<file path="config.mk">
export PLATFORM = sky130hd
export DESIGN_NAME = cam_capture_packer
export DESIGN_NICKNAME = d
export VERILOG_FILES = /design/src/rtl/cam_capture_pkg.sv /design/src/rtl/cam_capture_fifo.sv /design/src/rtl/cam_capture_packer.sv
export SDC_FILE = /design/constraint.sdc
export NUM_CORES = 1
export LEC_CHECK = 0
export CORE_MARGIN = 10
export CORE_UTILIZATION = 25
export DETAILED_ROUTE_END_ITERATION = 8
export GPL_ROUTABILITY_DRIVEN = 0
export PLACE_DENSITY_LB_ADDON = 0.12
export SYNTH_ARGS = -nofsm -noshare
export SYNTH_HDL_FRONTEND = slang
export SYNTH_HIERARCHICAL = 1
export SYNTH_SLANG_ARGS = --single-unit
</file>
<file path="constraint.sdc">
create_clock -name clk -period 4.7 [get_ports clk]
set_input_delay 0.94 -clock clk [delete_from_list [all_inputs] [get_ports clk]]
set_output_delay 0.94 -clock clk [all_outputs]
set_load 0.005 [all_outputs]
</file>
<file path="src/rtl/cam_capture_pkg.sv">
// Shared types and helpers for the parallel-camera capture packer.
package cam_capture_pkg;

  typedef enum logic [1:0] {
    ST_IDLE    = 2'd0,
    ST_WAIT_VS = 2'd1,
    ST_VS_ON   = 2'd2,
    ST_ACTIVE  = 2'd3
  } cap_state_e;

  // FIFO entry carries {sof, eol, packed word}
  function automatic int unsigned fifo_entry_width(input int unsigned dw, input int unsigned ppw);
    return dw * ppw + 2;
  endfunction

  function automatic logic vsync_active(input logic vs, input bit pol);
    return vs ^ ~pol;
  endfunction

  function automatic logic vsync_idle_level(input bit pol);
    return ~pol;
  endfunction

endpackage

</file>
<file path="src/rtl/cam_capture_fifo.sv">
// Synchronous first-word-fall-through FIFO; head entry is visible while valid is high.
module cam_capture_fifo #(
  parameter int unsigned WIDTH = 34,
  parameter int unsigned DEPTH = 4
) (
  input  logic             clk,
  input  logic             resetn,
  input  logic             push,
  input  logic [WIDTH-1:0] wdata,
  input  logic             pop,
  output logic [WIDTH-1:0] rdata,
  output logic             valid,
  output logic             full
);

  localparam int unsigned PTR_W = $clog2(DEPTH);
  localparam int unsigned CNT_W = PTR_W + 1;

  logic [WIDTH-1:0] mem [DEPTH];
  logic [PTR_W-1:0] wr_ptr;
  logic [PTR_W-1:0] rd_ptr;
  logic [CNT_W-1:0] count_q;
  logic [CNT_W-1:0] count_d;
  logic             do_push;
  logic             do_pop;

  // a push into a full FIFO is accepted only when the head leaves in the same cycle
  assign do_pop  = pop & valid;
  assign do_push = push & (~full | do_pop);
  assign rdata   = mem[rd_ptr];

  always_comb begin
    count_d = count_q;
    if (do_push && !do_pop) begin
      count_d = count_q + 1'b1;
    end else if (do_pop && !do_push) begin
      count_d = count_q - 1'b1;
    end
  end

  always_ff @(posedge clk or negedge resetn) begin
    if (!resetn) begin
      for (int i = 0; i < int'(DEPTH); i++) begin
        mem[i] <= '0;
      end
      wr_ptr  <= '0;
      rd_ptr  <= '0;
      count_q <= '0;
      valid   <= 1'b0;
      full    <= 1'b0;
    end else begin
      if (do_push) begin
        mem[wr_ptr] <= wdata;
        wr_ptr      <= wr_ptr + 1'b1;
      end
      if (do_pop) begin
        rd_ptr <= rd_ptr + 1'b1;
      end
      count_q <= count_d;
      valid   <= (count_d != '0);
      full    <= (count_d == CNT_W'(DEPTH));
    end
  end

endmodule

</file>
<file path="src/rtl/cam_capture_packer.sv">
// Camera capture: input registers, frame FSM, X/Y decimation, pixel packing and output FIFO.
module cam_capture_packer
  import cam_capture_pkg::*;
#(
  parameter int unsigned DATA_WIDTH      = 8,
  parameter int unsigned PIXELS_PER_WORD = 4,
  parameter int unsigned FIFO_DEPTH      = 4,
  parameter int unsigned COL_BITS        = 10,
  parameter int unsigned ROW_BITS        = 9,
  parameter int unsigned VSYNC_POL       = 1
) (
  input  logic                                  clk,
  input  logic                                  resetn,
  input  logic                                  enable,
  input  logic [1:0]                            decim,
  input  logic [DATA_WIDTH-1:0]                 cam_dat,
  input  logic                                  cam_href,
  input  logic                                  cam_vsync,
  output logic [DATA_WIDTH*PIXELS_PER_WORD-1:0] out_data,
  output logic                                  out_sof,
  output logic                                  out_eol,
  output logic                                  out_valid,
  input  logic                                  out_ready,
  output logic                                  frame_done,
  output logic [ROW_BITS-1:0]                   line_count,
  output logic                                  overflow,
  input  logic                                  clear_ovf
);

  localparam int unsigned WORD_W  = DATA_WIDTH * PIXELS_PER_WORD;
  localparam int unsigned ENTRY_W = fifo_entry_width(DATA_WIDTH, PIXELS_PER_WORD);
  localparam int unsigned IDX_W   = (PIXELS_PER_WORD > 1) ? $clog2(PIXELS_PER_WORD) : 1;
  localparam bit          VS_POL  = 1'(VSYNC_POL);

  logic [DATA_WIDTH-1:0] reg_dat;
  logic                  reg_href;
  logic                  reg_vsync;
  logic                  vs_act;

  cap_state_e state_q;
  cap_state_e state_d;
  logic       frame_end_c;
  logic       enter_active_c;

  logic [COL_BITS-1:0] col_q;
  logic [ROW_BITS-1:0] row_q;
  logic [ROW_BITS-1:0] row_keep_q;
  logic [COL_BITS-1:0] col_mask;
  logic [ROW_BITS-1:0] row_mask;
  logic                line_px_c;
  logic                line_px_d;
  logic                line_end_c;
  logic                line_fall_c;
  logic                row_kept_c;
  logic                pix_keep_c;

  logic [WORD_W-1:0]   pack_q;
  logic [WORD_W-1:0]   word_c;
  logic [IDX_W-1:0]    idx_q;
  logic                sof_pend_q;
  logic                push_c;
  logic                pop_c;
  logic                drop_c;
  logic                fifo_full;
  logic [ENTRY_W-1:0]  push_entry;
  logic [ENTRY_W-1:0]  head_entry;

  always_ff @(posedge clk or negedge resetn) begin
    if (!resetn) begin
      reg_dat   <= '0;
      reg_href  <= 1'b0;
      reg_vsync <= vsync_idle_level(VS_POL);
    end else begin
      reg_dat   <= cam_dat;
      reg_href  <= cam_href;
      reg_vsync <= cam_vsync;
    end
  end

  assign vs_act = vsync_active(reg_vsync, VS_POL);

  always_ff @(posedge clk or negedge resetn) begin
    if (!resetn) begin
      state_q <= ST_IDLE;
    end else begin
      state_q <= state_d;
    end
  end

  // enable is only looked at when leaving IDLE and at the end of a frame
  always_comb begin
    state_d        = state_q;
    frame_end_c    = 1'b0;
    enter_active_c = 1'b0;
    case (state_q)
      ST_IDLE: begin
        if (enable) state_d = ST_WAIT_VS;
      end
      ST_WAIT_VS: begin
        if (vs_act) state_d = ST_VS_ON;
      end
      ST_VS_ON: begin
        if (!vs_act) begin
          state_d        = ST_ACTIVE;
          enter_active_c = 1'b1;
        end
      end
      ST_ACTIVE: begin
        if (vs_act) begin
          frame_end_c = 1'b1;
          state_d     = enable ? ST_VS_ON : ST_IDLE;
        end
      end
      default: state_d = ST_IDLE;
    endcase
  end

  assign line_px_c   = (state_q == ST_ACTIVE) & ~vs_act & reg_href;
  // raw href going low tells us the registered pixel is the last of its line
  assign line_end_c  = line_px_c & ~cam_href;
  assign line_fall_c = line_px_d & ~line_px_c;
  assign col_mask    = ~({COL_BITS{1'b1}} << decim);
  assign row_mask    = ~({ROW_BITS{1'b1}} << decim);
  assign row_kept_c  = ((row_q & row_mask) == '0);
  assign pix_keep_c  = line_px_c & ((col_q & col_mask) == '0) & row_kept_c;

  always_comb begin
    word_c = pack_q;
    if (pix_keep_c) begin
      word_c[int'(idx_q) * DATA_WIDTH +: DATA_WIDTH] = reg_dat;
    end
  end

  assign push_c = (pix_keep_c & (idx_q == IDX_W'(PIXELS_PER_WORD - 1)))
                | (line_end_c & (pix_keep_c | (idx_q != '0)));
  assign push_entry = {sof_pend_q, line_end_c, word_c};
  assign pop_c      = out_valid & out_ready;
  assign drop_c     = push_c & fifo_full & ~pop_c;

  always_ff @(posedge clk or negedge resetn) begin
    if (!resetn) begin
      col_q      <= '0;
      row_q      <= '0;
      row_keep_q <= '0;
      line_px_d  <= 1'b0;
    end else begin
      line_px_d <= line_px_c;
      if (enter_active_c) begin
        col_q      <= '0;
        row_q      <= '0;
        row_keep_q <= '0;
      end else begin
        if (line_px_c) begin
          if (col_q != {COL_BITS{1'b1}}) col_q <= col_q + 1'b1;
        end else if (line_fall_c) begin
          col_q <= '0;
        end
        if (line_fall_c) begin
          if (row_q != {ROW_BITS{1'b1}}) row_q <= row_q + 1'b1;
          if (row_kept_c && row_keep_q != {ROW_BITS{1'b1}}) row_keep_q <= row_keep_q + 1'b1;
        end
      end
    end
  end

  // slot buffer is zeroed after every push so flushed partial words carry zero padding
  always_ff @(posedge clk or negedge resetn) begin
    if (!resetn) begin
      pack_q     <= '0;
      idx_q      <= '0;
      sof_pend_q <= 1'b0;
    end else if (enter_active_c) begin
      pack_q     <= '0;
      idx_q      <= '0;
      sof_pend_q <= 1'b1;
    end else if (push_c) begin
      pack_q     <= '0;
      idx_q      <= '0;
      sof_pend_q <= 1'b0;
    end else if (pix_keep_c) begin
      pack_q <= word_c;
      idx_q  <= idx_q + 1'b1;
    end
  end

  always_ff @(posedge clk or negedge resetn) begin
    if (!resetn) begin
      frame_done <= 1'b0;
      line_count <= '0;
      overflow   <= 1'b0;
    end else begin
      frame_done <= frame_end_c;
      if (frame_end_c) line_count <= row_keep_q;
      if (drop_c) begin
        overflow <= 1'b1;
      end else if (clear_ovf) begin
        overflow <= 1'b0;
      end
    end
  end

  cam_capture_fifo #(
    .WIDTH (ENTRY_W),
    .DEPTH (FIFO_DEPTH)
  ) u_fifo (
    .clk    (clk),
    .resetn (resetn),
    .push   (push_c),
    .wdata  (push_entry),
    .pop    (pop_c),
    .rdata  (head_entry),
    .valid  (out_valid),
    .full   (fifo_full)
  );

  assign out_data = head_entry[WORD_W-1:0];
  assign out_eol  = head_entry[WORD_W];
  assign out_sof  = head_entry[WORD_W+1];

endmodule

</file>
* Yosys cells after proc, flatten, opt, wreduce, memory -nomap -nowiden
Index checks and enable logic that the tools add are counted.
Word-level totals: flip-flop bits (word level) 232, output and inout bits 46, input bits 17, word-level logic and storage cells 141
Operators by class: mux-type cells 40, order comparisons 3, reductions and logical operators 22, shift operators 4, equal/unequal tests 13, bitwise logic cells 27, add/subtract/negate cells 9
Operator list (number):
- $bwmux 136 | 1
- $mux 32 | 4
- $mux 34 | 3
- $bmux 34 s2 | 1
- $demux 34 s2 | 1
- $mux 9 | 6
- $mux 10 | 4
- $neg 5->34 | 1
- $shift 8x34->32 const A | 1
- $shiftx 8x34->32 | 1
- $bwmux 32 | 1
- $add 9x1->9 const B | 2
- $ne 9x9->1 const B | 2
- $mux 2 | 8
- $and 1x1->1 | 13
- $reduce_bool 2->1 | 6
- $add 10x1->10 const B | 1
- $and 10x10->10 | 1
- $logic_not 10->1 | 1
- $ne 10x10->1 const B | 1
- $not 10->10 | 1
- $shl 10x2->10 const A | 1
- $and 9x9->9 | 1
- $logic_not 9->1 | 1
- 24 further kinds | 55

* Logic depth before layout (Yosys ltp)
Gate-level depths: netlist of run 1.
word-level depth 15, depth in mapped cells 10, depth with buffers taken out 10

* Modules after synthesis
Netlist of run 1, hierarchy kept.
By module, submodules not included:
- cam_capture_fifo | times used 1, seq. area each 3628.5 um^2, cells an instance 371, area an instance 6466.2 um^2
- cam_capture_packer | times used 1, seq. area each 2177.1 um^2, cells an instance 446, area an instance 4297.9 um^2

* Worst setup path before layout of run 1
Ideal clock, no wire load.
path type input to register, start point input port decim[1], end point register u_fifo/mem[115] (netlist name), stages on the path 9, buffers on the path 2, path slack 1577 ps, data required time 4575 ps, arrival 2998 ps, setup time 125 ps, path through a21o_1 a211oi_4 nand3_2 buf_2 nand2_1 a21boi_4 nand2_4 buf_6 mux2_4
Between the ends: word-level cells in the longest chain between the ends 10, elaborated cells between the ends (all ways) 17, classes of those cells shift: 2; mux: 2; bitwise: 11; reduce/logical: 2
RTL lines:
- from (decl) | RTL line cam_capture_packer.sv:15 | input logic [1:0] decim,
- $shl 10x2->10 | RTL line cam_capture_packer.sv:122 | assign col_mask = ~({COL_BITS{1'b1}} << decim);
- $not 10->10 | RTL line cam_capture_packer.sv:122
- $and 10x10->10 | RTL line cam_capture_packer.sv:125 | assign pix_keep_c = line_px_c & ((col_q & col_mask) == '0) & row_kept_c;
- $logic_not 10->1 | RTL line cam_capture_packer.sv:125
- $and 1x1->1 | RTL line cam_capture_packer.sv:125
- $and 1x1->1 * | RTL line cam_capture_packer.sv:125
- $or 1x1->1 | RTL line cam_capture_packer.sv:135 | | (line_end_c & (pix_keep_c | (idx_q != '0)));
- $and 1x1->1 | RTL line cam_capture_packer.sv:135
- $or 1x1->1 * | RTL line cam_capture_packer.sv:135
- named net push_c | RTL line cam_capture_packer.sv:61 | logic push_c;
- $and 1x1->1 * | RTL line cam_capture_fifo.sv:29 | assign do_push = push & (~full | do_pop);
- to (signal, indexed assignment) | RTL line cam_capture_fifo.sv:53 | mem[wr_ptr] <= wdata;
- to (decl) | RTL line cam_capture_fifo.sv:19 | logic [WIDTH-1:0] mem [DEPTH];
The timed path passes the listed nets; every way through them passes the cells marked *. A chain may end at the register's enable or synchronous reset.

* Final worst setup path of run 1
start point register u_fifo.rd_ptr[0], end point output port out_sof
Between the ends: word-level cells in the longest chain between the ends 4
RTL lines:
- from (decl) | RTL line cam_capture_fifo.sv:21 | logic [PTR_W-1:0] rd_ptr;
- from (signal assigned) | RTL line cam_capture_fifo.sv:57 | rd_ptr <= rd_ptr + 1'b1;
- $not 2->3 (not written as such) | RTL line cam_capture_fifo.sv:30 | assign rdata = mem[rd_ptr];
- $bmux 34 s2 | RTL line cam_capture_fifo.sv:30
- $mux 34 (not written as such) (2 in a row) | RTL line cam_capture_fifo.sv:30
- to (decl) | RTL line cam_capture_packer.sv:20 | output logic out_sof,
Every way passes these cells. The select of a mux whose other input is x is not followed.

==> qor.txt, run 1 <==
post-CTS setup buffers = 0
via count = 6483
core area = 42200 um2
root buf cell = clkbuf_16
overflow left after global routing = 0
Final Core Density = 30.3%
CTS tree = built
first-pass GRT wire length = 42.1 mm
vias in the first global route = 6900
main combinational cell family by area after synthesis = multiplexers
Rel. slew slack = 23.0%
clock tree buffer depth = 3
type of origin of the critical path = flip-flop
Die X-Extent = 228 um
Peak supply drop = 176 uV
full die area = 51800 um2
fraction of layout cells with a size suffix above 1 = 29.8%
CTS H-tree lvls = 1
Worst Skew = 0.00846 ns
Inserted Diodes = 0
Post-synth EDFFs = 0
Post-route DRC = 0
hpwl dp = 16.6 mm
max-slew violations = 0
Top FF cell, synth = dfrtp_1
CTS sink count = 232
Synth Area in Compound Gates = 5.14%
Net Count, Synth = 850
Ports = 63
final setup TNS = 0 ns
post-synthesis xor/xnor area fraction = 1.63%
initial antenna violation count = 0
WP data arrival = 2.75 ns
final hold vios = 0
sequential fraction of the synthesis area = 53.9%
path type of the worst setup path = flip-flop to output port
Post-Synthesis Cells = 817
row count = 75
Total Nets Final = 916
simple logic cell fraction of the synthesized area = 11.3%
Leakage = 0.00599 uW
critical path required time = 3.76 ns
Highest Clock Rate = 271 MHz
Netlist cell types = 64
GRT Util Overall = 10.5%
beginning of the critical path = u_fifo/rd_ptr[0]$_DFFE_PN0P_
Setup crit end kind = output port
Tcrit/Tclk final = 78.5%
# port buffers = 62
outcome = finished, final reports clean
PwrDens = 434 nW/um2
Post-CTS Hold Fix Bufs = 0
pre-CTS WS = 0.649 ns
Vias/cell = 4.50
synthesized area per cell = 13.2 um2
post-synthesis mux area share = 23.1%
Max Cap Viol = 0
DR WL/cell = 18.3 um
Crit Path Max Fanout = 19
antenna viol nets, final = 0
Async SR Flop Fraction = 100%
register bit total from synthesis = 232
top cell type by total area after synthesis = dfrtp_1
worst r2r src = idx_q[0]$_DFFE_PN0P_
total CTS buffers = 28
Finish-stage setup viols = 0
Worst Hold Class = input pin to async pin
Syn. warnings = 6
initial DRC count = 385
overall routed net length = 26.3 mm
largest cells by area after synthesis = dfrtp_1 54%, mux2_2 13%, mux4_2 7.1%
Mapped Area = 10800 um2
Post-CTS Resized = 0
post-synthesis adder-cell area fraction = 1.86%
largest net degree at the start of global routing = 100
Synth top area share = 53.9%
clk slew on worst S/H paths = 0.06 ns
synth-to-layout area growth = 18.8%
clock period minus worst slack = 3.69 ns
DRT Pass-1 Iters = 7
RSZ-0062 raised after global routing = no
Skew-Pair Late Insertion Delay = 0.55 ns
fin worst setup slack = 1.01 ns
worst slew pin tran = 1.16 ns
Initial Util = 25.5%
Die Y = 228 um
stage by stage:
stage | hold slack, ns | cell area [um2] | power, uW | instances
after floorplan | 0.459 | 10800 | 3140 | 817
after global placement | 0.482 | 11900 | 3590 | 1392
after detailed placement | 0.476 | 11900 | 3590 | 1392
after CTS | 0.463 | 12800 | 5690 | 1441
after global routing | 0.491 | 12800 | 5890 | 1441
final | 0.449 | 12800 | 5550 | 1441
final timing paths:
kind | cells after the start | slack (ns) | to
max | 3 | 1.01 | out_sof
min | 1 | 0.45 | u_fifo/mem[121]$_DFFE_PN0P_
max reg2reg | 8 | 1.61 | u_fifo/mem[84]$_DFFE_PN0P_
min reg2reg | 2 | 0.49 | line_count[6]$_DFFE_PN0P_
max in group asynchronous | 2 | 3.35 | col_q[3]$_DFFE_PN0P_
min in group clk | 2 | 0.49 | line_count[6]$_DFFE_PN0P_
cell usage after synthesis (4+ instances only):
master,count
and4_1,9
a21oi_2,6
o21ai_0,27
nand3b_1,4
a21o_1,4
nand2_1,108
mux4_2,34
nor3_1,6
and3_1,7
buf_2,7
nand2_4,4
xnor2_1,17
inv_1,16
buf_6,15
dfrtp_1,232
nand3_1,8
mux2_4,20
clkbuf_1,11
a21oi_1,24
nor4b_1,5
a31oi_1,4
mux2_2,123
or2_2,18
or2_1,6
nor2_1,32
ha_1,16
layout by cell type, fill, tap and decap left out, types with 3 or more instances in the layout:
cell type,synthesis,final
clkbuf_1,11,12
o21ai_0,27,27
a21oi_1,24,24
mux4_2,34,34
and4_1,9,9
nand3_4,3,3
nand4b_1,3,3
nand2_4,4,4
clkinv_2,0,3
or2_2,18,18
clkbuf_8,0,5
clkbuf_16,0,29
mux2_4,20,20
nand3b_1,4,4
xnor2_1,17,17
clkdlybuf4s50_1,0,61
xor2_1,3,3
nand3_1,8,8
nor4b_1,5,5
and2_1,3,3
dfrtp_1,232,230
inv_1,16,16
buf_12,0,4
a21o_1,4,4
nor3_1,6,6
mux2_2,123,123
and3_1,7,7
nor2_1,32,32
or2_1,6,6
buf_4,3,8
ha_1,16,16
nor4_1,3,3
nand2_1,108,108
a21oi_2,6,6
a31oi_1,4,4
routing by layer:
| layer | GRT usage [%] | part of all wire, % | vias up |
|---|---|---|---|
| met2 | 16.4 | 46 | 85 |
| met4 | 2.56 | 1.9 | 0 |
| met1 | 14.3 | 48 | 3322 |
| met3 | 2.33 | 4.1 | 35 |
| li1 | - | - | 3041 |
| met5 | 0 | 0 | - |
registers in the layout (all words and copies together) (netlist names), 3 cells and up:
| signal | count |
|---|---|
| line_count | 9 |
| u_fifo/count_q | 3 |
| pack_q | 32 |
| u_fifo/mem | 136 |
| reg_dat | 8 |
| col_q | 10 |
| row_keep_q | 9 |
| row_q | 9 |
worst max-delay path, stage by stage, from the launching register on:
cell	delay (ns)
dfrtp_2	0.84
buf_12	0.30
mux4_2	0.58
clkdlybuf4s50_1	0.48
cell type report:
type	instances	area (um2)
Clock buffer	46	840
Clock inverter	3	15.0
Sequential cell	232	5810
Timing Repair Buffer	74	766
Inverter	16	60.1
Tap cell	539	674
Fill cell	4336	29400
Multi-Input combinational cell	531	4620
logic make-up (layout without fill, tap and decap cells):
group,count (synthesis),in the layout
flops,232,232
simple gates,231,231
mux,180,180
compound gates,84,84
buf+inv,54,139
xor+xnor,20,20
fa+ha+maj,16,16
power breakdown:
part           total [uW]  switching (uW)  internal (uW)  leakage [uW]
Sequential           2430             257           2170       0.00317
Combinational        1080             573            511       0.00240
Clock                2040             834           1200      0.000419
Total                5550            1660           3890       0.00599
Note: power is estimated with default switching activity, not from simulation.
==> run 2: changes to the inputs <==
==> constraint.sdc (replaced) <==
create_clock -name clk -period 3.4 [get_ports clk]
set_input_delay 0.68 -clock clk [delete_from_list [all_inputs] [get_ports clk]]
set_output_delay 0.68 -clock clk [all_outputs]
set_load 0.005 [all_outputs]
==> run 2 against run 1 <==
Effect of this change:
- routed wire length grew 2.7%
- design area grew 2.2%
- register-to-register slack lost 0.75 ns
- non-clock buffer count grew 17
- power grew 43%
- sequential share of layout area shrank 0.97 points
==> qor.txt, run 2 (synthesis gave the netlist of run 1 again) <==
Peak supply drop = 393 uV
RSZ-0062 raised after global routing = no
Max Cap Viol = 0
vias in the first global route = 6942
Inserted Diodes = 0
via count = 6555
largest net degree at the start of global routing = 85
most common cell after layout, fill and taps aside = dfrtp_1
Post-route DRC = 0
clock tree buffer depth = 3
Total Nets Final = 934
outcome = finished, final reports clean
Leakage = 0.00615 uW
Vias/cell = 4.49
hpwl dp = 17.4 mm
most frequent cells in the layout = 230 x dfrtp_1, 123 x mux2_2, 108 x nand2_1
Setup crit end kind = output port
synth-to-layout area growth = 21.4%
RR Endpoint = u_fifo/valid$_DFF_PN0_
root buf cell = clkbuf_16
non-filler cells in the finished layout = 1460
CTS sink count = 232
CP peak stage delay = 0.64 ns
antenna viol nets, final = 0
biggest registers after layout = u_fifo/mem x136, pack_q x32, col_q x10
Largest Register = u_fifo/mem
PwrDens = 606 nW/um2
clk slew on worst S/H paths = 0.06 ns
first-pass GRT wire length = 42.9 mm
total CTS buffers = 29
Crit Path Max Fanout = 15
GRT Util Overall = 10.7%
CTS H-tree lvls = 1
path type of the worst setup path = flip-flop to output port
Worst Hold Class = input pin to async pin
worst slew pin tran = 0.698 ns
final hold vios = 0
Rel. slew slack = 53.5%
Post-CTS Hold Fix Bufs = 0
overflow left after global routing = 0
Highest Clock Rate = 317 MHz
Die X-Extent = 228 um
Tcrit/Tclk final = 92.8%
full die area = 51800 um2
fraction of layout cells with a size suffix above 1 = 31.8%
overall routed net length = 27.0 mm
final setup TNS = 0 ns
Ports = 63
row count = 75
max reg flops = 136
worst r2r path cells = 9
# port buffers = 62
CP Cell Sequence = buf_12 > mux4_2 > clkdlybuf4s50_1
Filler cells = 4304
CTS tree = built
worst r2r src = idx_q[0]$_DFFE_PN0P_
Worst Skew = 0.0187 ns
initial DRC count = 350
critical path required time = 2.72 ns
initial antenna violation count = 0
max-slew violations = 0
post-CTS setup buffers = 0
Die Y = 228 um
Finish-stage setup viols = 0
type of origin of the critical path = flip-flop
Post-CTS Resized = 0
slowest stage cell, crit path = dfrtp_2
beginning of the critical path = u_fifo/rd_ptr[0]$_DFFE_PN0P_
clock period minus worst slack = 3.16 ns
DRT Pass-1 Iters = 4
Skew-Pair Late Insertion Delay = 0.56 ns
WP data arrival = 2.48 ns
Placed Cells = 1409
R2R setup slack = 0.86 ns
DR WL/cell = 18.5 um
core area = 42200 um2
Initial Util = 25.5%
## run 2: layout make-up
type                    count  area (um2)  share of cell area [%]
flip-flops and latches    232        5810                    44.5
multi-input cells         531        4620                    35.4
repair buffers             91         981                    7.51
clock buffers              43         848                    6.49
well taps                 539         674                    5.16
clock inverters             8        68.8                   0.527
inverters                  16        60.1                   0.460
## run 2: power by group
group	switching [uW]	total, uW	internal (uW)
registers	301	3300	3000
logic	865	1620	756
clock network	1210	2990	1780
total	2370	7920	5540
## run 2: through the flow
step / setup WS [ns] / total power (uW) / util (%) / cell area (um2) / hold WS (ns)
after floorplan: 0.537 / 4330 / - / 10800 / 0.384
after CTS: 0.147 / 8110 / 30.9 / 13100 / 0.156
final: 0.244 / 7920 / 30.9 / 13100 / 0.140
after global routing: 0.103 / 8380 / 30.9 / 13100 / 0.183
after detailed placement: 0.118 / 5020 / 28.8 / 12100 / 0.475
after global placement: 0.199 / 5020 / 28.8 / 12100 / 0.475
## run 2: routing by layer
metal	wire [um]	global-route usage, %
met5	0	0
met4	547	2.36
met3	1070	2.29
met2	12300	16.8
met1	13100	14.8
## run 2: worst max path at each step
stage	to	slack, ns
after CTS	out_data[31]	0.15
after global placement	u_fifo/mem[68]$_DFFE_PN0P_	0.20
after global routing	out_data[31]	0.10
after detailed placement	u_fifo/mem[68]$_DFFE_PN0P_	0.12
after floorplan	u_fifo/mem[115]$_DFFE_PN0P_	0.54
final	out_data[31]	0.24
## run 2: worst max-delay path, delay by kind of cell, from the launching register on
family,cells,cell delay [ns]
buffers and inverters,2,0.74
DFF,1,0.64
muxes,1,0.55
==> run 3: changes to the inputs <==
==> constraint.sdc (replaced) <==
create_clock -name clk -period 3.4 [get_ports clk]
set_input_delay 0.68 -clock clk [delete_from_list [all_inputs] [get_ports clk]]
set_output_delay 0.68 -clock clk [all_outputs]
set_load 0.01 [all_outputs]
==> run 3 against run 2 <==
Effect of this change:
- sequential power about the same
- hold slack about the same
- clock skew about the same
- clock-buffer cell count unchanged
- non-clock buffer count shrank 1
- first-iteration DRC count decreased by 8.9%
- sequential share of layout area fell by 0.29 points
- sequential cell count did not move
- global-route usage shrank 0.22 points
- critical path type unchanged
==> qor.txt, run 3 (synthesis gave the netlist of run 1 again) <==
CTS H-tree lvls = 1
vias in the first global route = 6910
overflow left after global routing = 0
Skew-Pair Late Insertion Delay = 0.55 ns
Leakage = 0.00618 uW
worst r2r path cells = 9
biggest registers after layout = u_fifo/mem x136, pack_q x32, col_q x10
register area = 5810 um2
final setup TNS = 0 ns
Filler cells = 4219
root buf cell = clkbuf_16
worst r2r src = idx_q[0]$_DFFE_PN0P_
Die Y = 228 um
DRT Pass-1 Iters = 4
outcome = finished, final reports clean
type of origin of the critical path = flip-flop
most common cell after layout, fill and taps aside = dfrtp_1
Highest Clock Rate = 314 MHz
WP data arrival = 2.50 ns
full die area = 51800 um2
Crit Path Max Fanout = 15
Initial Util = 25.5%
via count = 6527
Largest Register = u_fifo/mem
Post-CTS Hold Fix Bufs = 0
core area = 42200 um2
first-pass GRT wire length = 42.1 mm
multi-input logic area = 4620 um2
worst slew pin tran = 0.703 ns
Max Cap Viol = 0
most frequent cells in the layout = 230 x dfrtp_1, 123 x mux2_2, 108 x nand2_1
PnR Total Power = 8130 uW
CTS tree = built
final hold vios = 0
M3 GR Usage = 2.17%
RR Endpoint = u_fifo/valid$_DFF_PN0_
clk slew on worst S/H paths = 0.06 ns
Worst Skew = 0.0189 ns
# port buffers = 62
max-slew violations = 0
RSZ-0062 raised after global routing = no
path type of the worst setup path = flip-flop to output port
initial DRC count = 319
Tcrit/Tclk final = 93.7%
GRT Util Overall = 10.5%
Ports = 63
Vias/cell = 4.47
overall routed net length = 26.5 mm
hpwl dp = 17.3 mm
Worst Hold Class = input pin to async pin
R2R setup slack = 0.85 ns
PwrDens = 618 nW/um2
largest net degree at the start of global routing = 85
CTS sink count = 232
clock tree buffer depth = 3
Peak supply drop = 324 uV
Setup crit end kind = output port
synth-to-layout area growth = 22.2%
initial antenna violation count = 0
post-CTS setup buffers = 0
max reg flops = 136
Finish-stage setup viols = 0
clock period minus worst slack = 3.18 ns
Rel. slew slack = 53.1%
Post-route DRC = 0
Total Nets Final = 932
met1 Usage GRT = 14.5%
critical path required time = 2.72 ns
Die X-Extent = 228 um
total CTS buffers = 28
Inserted Diodes = 0
antenna viol nets, final = 0
busiest grt layer = met2
row count = 75
DR WL/cell = 18.2 um
M2 GR Usage = 16.6%
fraction of layout cells with a size suffix above 1 = 31.8%
Post-CTS Resized = 0
[run 3: per-layer routing]
| layer | vias up | routed length (um) |
|---|---|---|
| met4 | 0 | 495 |
| met2 | 93 | 12100 |
| met5 | - | 0 |
| met1 | 3332 | 12800 |
| li1 | 3068 | - |
| met3 | 34 | 1220 |
[run 3: how the worst max path moves through the flow]
stage	startpoint	to	slack (ns)	cells past startpoint
after floorplan	decim[1]	u_fifo/mem[115]$_DFFE_PN0P_	0.54	9
after global placement	decim[1]	u_fifo/mem[68]$_DFFE_PN0P_	0.20	10
after detailed placement	decim[1]	u_fifo/mem[68]$_DFFE_PN0P_	0.14	10
after CTS	u_fifo/rd_ptr[0]$_DFFE_PN0P_	out_data[31]	0.13	3
after global routing	u_fifo/rd_ptr[0]$_DFFE_PN0P_	out_data[31]	0.1	3
final	u_fifo/rd_ptr[0]$_DFFE_PN0P_	out_data[31]	0.22	3
[run 3: final cells by class]
type / instances / share of cell area, %
inverters: 16 / 0.457
flip-flops and latches: 232 / 44.2
clock buffers: 43 / 6.45
clock inverters: 9 / 1.14
multi-input cells: 531 / 35.2
well taps: 539 / 5.13
repair buffers: 90 / 7.50
[run 3: critical path, cell delays in order, from the launching register on]
cell and delay [ns]:
dfrtp_2 0.64, buf_12 0.25, mux4_2 0.56, clkdlybuf4s50_1 0.52
[run 3: per-stage QoR]
stage | hold slack, ns | worst slack [ns] | utilization [%] | cell area (um2) | instances
floorplan | 0.384 | 0.537 | - | 10800 | 817
global placement | 0.474 | 0.201 | 28.8 | 12200 | 1408
detailed placement | 0.480 | 0.138 | 28.8 | 12200 | 1408
CTS | 0.162 | 0.125 | 31.1 | 13200 | 1460
global route | 0.170 | 0.0965 | 31.1 | 13200 | 1460
finish | 0.140 | 0.216 | 31.1 | 13200 | 1460
[run 3: report_power, final]
part	leakage, uW	internal (uW)	switching (uW)
Combinational	0.00252	763	883
Sequential	0.00317	3000	291
Clock	0.000485	2010	1180
Total	0.00618	5780	2350
